File: config.mk
export PLATFORM = sky130hd
export DESIGN_NAME = mbank_sram
export DESIGN_NICKNAME = d
export VERILOG_FILES = /design/src/rtl/mbank_sram.sv
export SDC_FILE = /design/constraint.sdc
export NUM_CORES = 2
export LEC_CHECK = 0
export CAP_MARGIN = 20
export CORE_UTILIZATION = 25
export CTS_BUF_LIST = sky130_fd_sc_hd__clkbuf_8
export DETAILED_ROUTE_END_ITERATION = 10
export MAX_ROUTING_LAYER = met4
export PLACE_DENSITY = 0.41
export SLEW_MARGIN = 20
export SYNTH_ARGS = -nofsm -noshare
export SYNTH_HDL_FRONTEND = slang
export SYNTH_SLANG_ARGS = --single-unit
File: constraint.sdc
create_clock -name CLK -period 2.1 [get_ports CLK]
set_input_delay 0.21 -clock CLK [delete_from_list [all_inputs] [get_ports CLK]]
set_output_delay 0.21 -clock CLK [all_outputs]
set_load 0.01 [all_outputs]
File: src/rtl/mbank_sram.sv
// NBANK-bank scratch memory with rotating lane-to-bank mapping.
// Read data is routed back to the requesting lane, with an optional extra output stage.
module mbank_sram #(
  parameter int NBANK = 4,
  parameter int WIDTH = 64,
  parameter int DEPTH = 4,
  parameter int AW    = (DEPTH > 1) ? $clog2(DEPTH) : 1,
  parameter int RW    = $clog2(NBANK),
  parameter int OREG  = 0
) (
  input  logic                   CLK,
  input  logic                   RSTN,
  input  logic [NBANK-1:0]       EN,
  input  logic [NBANK-1:0]       WE,
  input  logic [RW-1:0]          ROT,
  input  logic [NBANK*AW-1:0]    ADDR,
  input  logic [NBANK*WIDTH-1:0] D,
  output logic [NBANK*WIDTH-1:0] Q,
  output logic [NBANK-1:0]       QV
);

  localparam logic [AW:0] DEPTH_W = (AW+1)'(DEPTH);

  logic [WIDTH-1:0] mem [NBANK][DEPTH];

  logic [RW-1:0]    bank_lane [NBANK];
  logic [AW-1:0]    bank_addr [NBANK];
  logic [WIDTH-1:0] bank_wd   [NBANK];
  logic [WIDTH-1:0] bank_rd   [NBANK];
  logic [NBANK-1:0] bank_we;

  logic [RW-1:0]    lane_bank [NBANK];
  logic [WIDTH-1:0] lane_rd   [NBANK];
  logic [NBANK-1:0] rd_req;

  logic [NBANK*WIDTH-1:0] q1;
  logic [NBANK-1:0]       v1;

  // Bank b serves lane (b - ROT) mod NBANK; out-of-range addresses read as zero and never write.
  always_comb begin
    for (int b = 0; b < NBANK; b++) begin
      bank_lane[b] = RW'(b) - ROT;
      bank_addr[b] = ADDR[bank_lane[b]*AW +: AW];
      bank_wd[b]   = D[bank_lane[b]*WIDTH +: WIDTH];
      bank_we[b]   = EN[bank_lane[b]] & WE[bank_lane[b]] & ({1'b0, bank_addr[b]} < DEPTH_W);
      bank_rd[b]   = '0;
      if ({1'b0, bank_addr[b]} < DEPTH_W) begin
        bank_rd[b] = mem[b][bank_addr[b]];
      end
    end
  end

  always_comb begin
    for (int i = 0; i < NBANK; i++) begin
      lane_bank[i] = RW'(i) + ROT;
      lane_rd[i]   = bank_rd[lane_bank[i]];
      rd_req[i]    = EN[i] & ~WE[i];
    end
  end

  // Memory contents are deliberately left out of reset.
  always_ff @(posedge CLK) begin
    for (int b = 0; b < NBANK; b++) begin
      if (bank_we[b]) begin
        mem[b][bank_addr[b]] <= bank_wd[b];
      end
    end
  end

  always_ff @(posedge CLK or negedge RSTN) begin
    if (!RSTN) begin
      q1 <= '0;
      v1 <= '0;
    end else begin
      v1 <= rd_req;
      for (int i = 0; i < NBANK; i++) begin
        if (rd_req[i]) begin
          q1[i*WIDTH +: WIDTH] <= lane_rd[i];
        end
      end
    end
  end

  // The extra stage only loads a lane when valid, so Q keeps holding between reads.
  generate
    if (OREG != 0) begin : g_oreg
      logic [NBANK*WIDTH-1:0] q2;
      logic [NBANK-1:0]       v2;

      always_ff @(posedge CLK or negedge RSTN) begin
        if (!RSTN) begin
          q2 <= '0;
          v2 <= '0;
        end else begin
          v2 <= v1;
          for (int i = 0; i < NBANK; i++) begin
            if (v1[i]) begin
              q2[i*WIDTH +: WIDTH] <= q1[i*WIDTH +: WIDTH];
            end
          end
        end
      end

      assign Q  = q2;
      assign QV = v2;
    end else begin : g_noreg
      assign Q  = q1;
      assign QV = v1;
    end
  endgenerate

endmodule

==> flow_metrics.env <==
export IMPL_outcome="finished with violations"
export IMPL_violations="negative setup slack"
export IMPL_synth_cell_types=47
export IMPL_num_fill_cells=25300
export IMPL_cts_tree="done"
export IMPL_clock_sinks=1284
export IMPL_arrival_ps=3070
export IMPL_nets=5698
export IMPL_synth_mux_area_frac=0.270
export IMPL_end_kind="register"
export IMPL_postSynthCellCount=4369
export IMPL_multiInputGateArea_sq_mm=0.0266
export IMPL_placed_area_sq_mm=0.0814
export IMPL_critPathKind="in -> reg"
export IMPL_htree_levels=4
export IMPL_drv_cap=0
export IMPL_ctsRootBufferMaster="clkbuf_8"
export IMPL_r2r_end="Q[200]"
export IMPL_ant_nets=0
export IMPL_synth_edf_count=1024
export IMPL_min_path_type="in -> reg"
export IMPL_path_clk_slew_ps=60
export IMPL_syn_area_sq_mm=0.0651
export IMPL_place_congestion=0.834
export IMPL_grt_usage=0.220
export IMPL_drive_gt1_frac=0.296
export IMPL_ys_warn_count=0
export IMPL_yosys_area_share_simple=0.0506
export IMPL_synth_top_family_by_area="multiplexers"
export IMPL_irDropWorstVdd_uv=663
export IMPL_drt_wirelength_per_cell_um=31.4
export IMPL_initial_utilization=0.251
export IMPL_design_area_sq_mm=0.0863
export IMPL_worstPathRequired_ps=3060
export IMPL_pin_count=536
export IMPL_finalSetupViolCount=1
export IMPL_dpl_hpwl_mm=210
export IMPL_dr_total_vias=47100
export IMPL_insertion_delay_ps=1030
export IMPL_seq_area_frac_synth=0.572
export IMPL_drt_iter0_drc=4112
export IMPL_place_worst_setup_slack_ps=-774
export IMPL_syn_nets=4645
export IMPL_grt_pass1_vias=48200
export IMPL_hold_end="mem[1][38]"
export IMPL_cp_max_fo=32
export IMPL_async_flop_share=0.202
export IMPL_power_density_mw_per_mm2=829
export IMPL_finalCritPeriodShare=1.00
export IMPL_p_leak_nw=32.3
export IMPL_cts_path_max_buffers=3
export IMPL_rr_startpoint="mem[1][8]"
export IMPL_die_area_sq_mm=0.263
export IMPL_port_buffers=535
export IMPL_worst_hold_startpoint="ROT[1]"
export IMPL_grt_max_degree=76
export IMPL_max_freq_mhz=474
export IMPL_holdPathStages=3
export IMPL_route_detailed_drc=0
export IMPL_hold_violations=0
export IMPL_core_area_sq_mm=0.259
export IMPL_wl_mm=285
export IMPL_grt_ovfl_total=0
export IMPL_cp_start_kind="primary input"
export IMPL_rrSetupSlack_ps=470
export IMPL_worst_r2r_cell_count=4
export IMPL_cts_buffers=229
export IMPL_dieHeight_um=512
export IMPL_die_w_um=512
export IMPL_grt_pass1_wl_mm=391
export IMPL_regArea_sq_mm=0.0374
export IMPL_avgSynthCellArea_sq_um=14.9
export IMPL_synth_adder_area_share=0
export IMPL_slew_headroom=0.488
export IMPL_yosys_area_share_xor_xnor=0
export IMPL_slew_viol_final=0
export IMPL_rsz0062_at_grt="no"
export IMPL_first_pass_iters=6
export IMPL_antenna_found_initial=33
export IMPL_routed_via_density=5.20
export IMPL_ys_flop_type="edfxtp_1"
export IMPL_fin_skew_ps=78.2
export IMPL_worst_slack_ps=-10.2
export IMPL_synth_compound_area_frac=0.0786
export IMPL_syn2layout_area_growth_pct=32.5
export IMPL_p_total_mw=71.5
export IMPL_num_rows=187
export IMPL_min_period_ps=2110
export IMPL_worst_slew_pin_slew_ps=768
export IMPL_ys_ff_latch=1284
what timing repair did:
action | CTS | global route
gates cloned | 0 | 0
hold endpoints to repair | 283 | 0
endpoints found under the setup margin | 260 | 2
setup buffers | 7 | 0
resized for setup | 436 | 2
hold buffers | 11 | 0
power by group:
group	internal, mW	switching (mW)	total (mW)
clock network	12.9	11.6	24.4
logic	6.77	8.39	15.2
registers	30.1	1.79	31.9
total	49.7	21.8	71.5
state kept, by name, summed over array words and instances, names as in the netlist:
name / cells
QV: 4
mem: 1024
Q: 256
layer usage:
metal	up-vias	wire length, um	GRT usage
li1	20000	-	-
met1	25000	124000	0.282
met2	1696	136000	0.354
met3	392	14600	0.0303
met4	0	10500	0.0779
met5	-	0	-
worst max-delay path by stage:
stage	from	to
floorplan	ROT[1]	mem[2][128]
global placement	ADDR[5]	Q[188]
detailed placement	ADDR[2]	Q[188]
CTS	Q[241]	Q[241]
global route	Q[65]	Q[65]
finish	ROT[0]	Q[93]
logic make-up after synthesis:
family / Yosys count
AOI/OAI and AO/OA: 693
buffers and inverters: 379
DFF: 1284
muxes: 1193
and+or+nand+nor: 820
final cells by class:
class / count / area share
inverter: 6 / 0.000348
multi-input combinational: 2706 / 0.309
sequential: 1284 / 0.433
clock buffer: 262 / 0.0418
tap: 3402 / 0.0493
timing repair buffer: 1195 / 0.152
antenna: 31 / 0.000899
clock inverter: 172 / 0.0139
synth_stat cells (all sizes together) (4+ instances only):
| library cell | instances | share of area |
|---|---|---|
| a221oi | 16 | 0.0022 |
| edfxtp | 1024 | 0.47 |
| mux4 | 438 | 0.15 |
| o21ai | 77 | 0.0059 |
| clkbuf | 168 | 0.0098 |
| dfrtp | 260 | 0.10 |
| o22a | 4 | 0.00054 |
| mux2 | 60 | 0.011 |
| mux2i | 695 | 0.11 |
| o221ai | 171 | 0.023 |
| a211oi | 12 | 0.0014 |
| nand2b | 7 | 0.00067 |
| o22ai | 69 | 0.0066 |
| nand3 | 117 | 0.0090 |
| a32oi | 14 | 0.0019 |
| a221o | 4 | 0.00061 |
| a21oi | 50 | 0.0038 |
| and2 | 10 | 0.00096 |
| inv | 6 | 0.00035 |
| nor3 | 6 | 0.00046 |
| buf | 205 | 0.019 |
| a31oi | 81 | 0.0079 |
| o32ai | 8 | 0.0011 |
| o211ai | 56 | 0.0065 |
| a222oi | 32 | 0.0049 |
| a22oi | 43 | 0.0050 |
| o211a | 18 | 0.0028 |
| nor2 | 89 | 0.0051 |
| o31ai | 26 | 0.0030 |
| a2bb2oi | 12 | 0.0016 |
| nand2 | 584 | 0.034 |
cells in the final DEF, fill, tap and decap left out, drive strengths merged, types with 18 or more instances in the layout:
cell / n
a222oi: 32
clkinv: 65
edfxtp: 1024
mux2i: 695
o21ai: 77
a22oi: 43
inv: 99
a31oi: 81
mux4: 438
dfrtp: 260
o31ai: 26
mux2: 60
nand2: 584
clkdlybuf4s15: 60
nand3: 117
o211a: 18
a21oi: 50
nor2: 89
diode: 31
o22ai: 69
o221ai: 171
clkbuf: 263
o211ai: 56
clkdlybuf4s50: 270
buf: 663
dlygate4sd2: 191
critical path, stage by stage:
cell and delay, ps:
dlygate4sd3_1 560, buf_8 170, inv_8 100, buf_4 310, buf_12 340, nor2_2 120, buf_12 170, a32oi_1 460
o211ai_1 290, a31oi_1 240
per-stage QoR:
stage	TNS [ps]	hold WS [ps]	utilization	instances
2_1_floorplan	-673230	-85.6	-	4369
3_3_place_gp	-657900	251	0.314	8574
3_5_place_dp	-646550	265	0.314	8575
4_1_cts	0	0.592	0.332	9027
5_1_grt	0	54.6	0.333	9051
6_report	-10.2	86.1	0.333	9058
(Power assumes the default switching activity.)
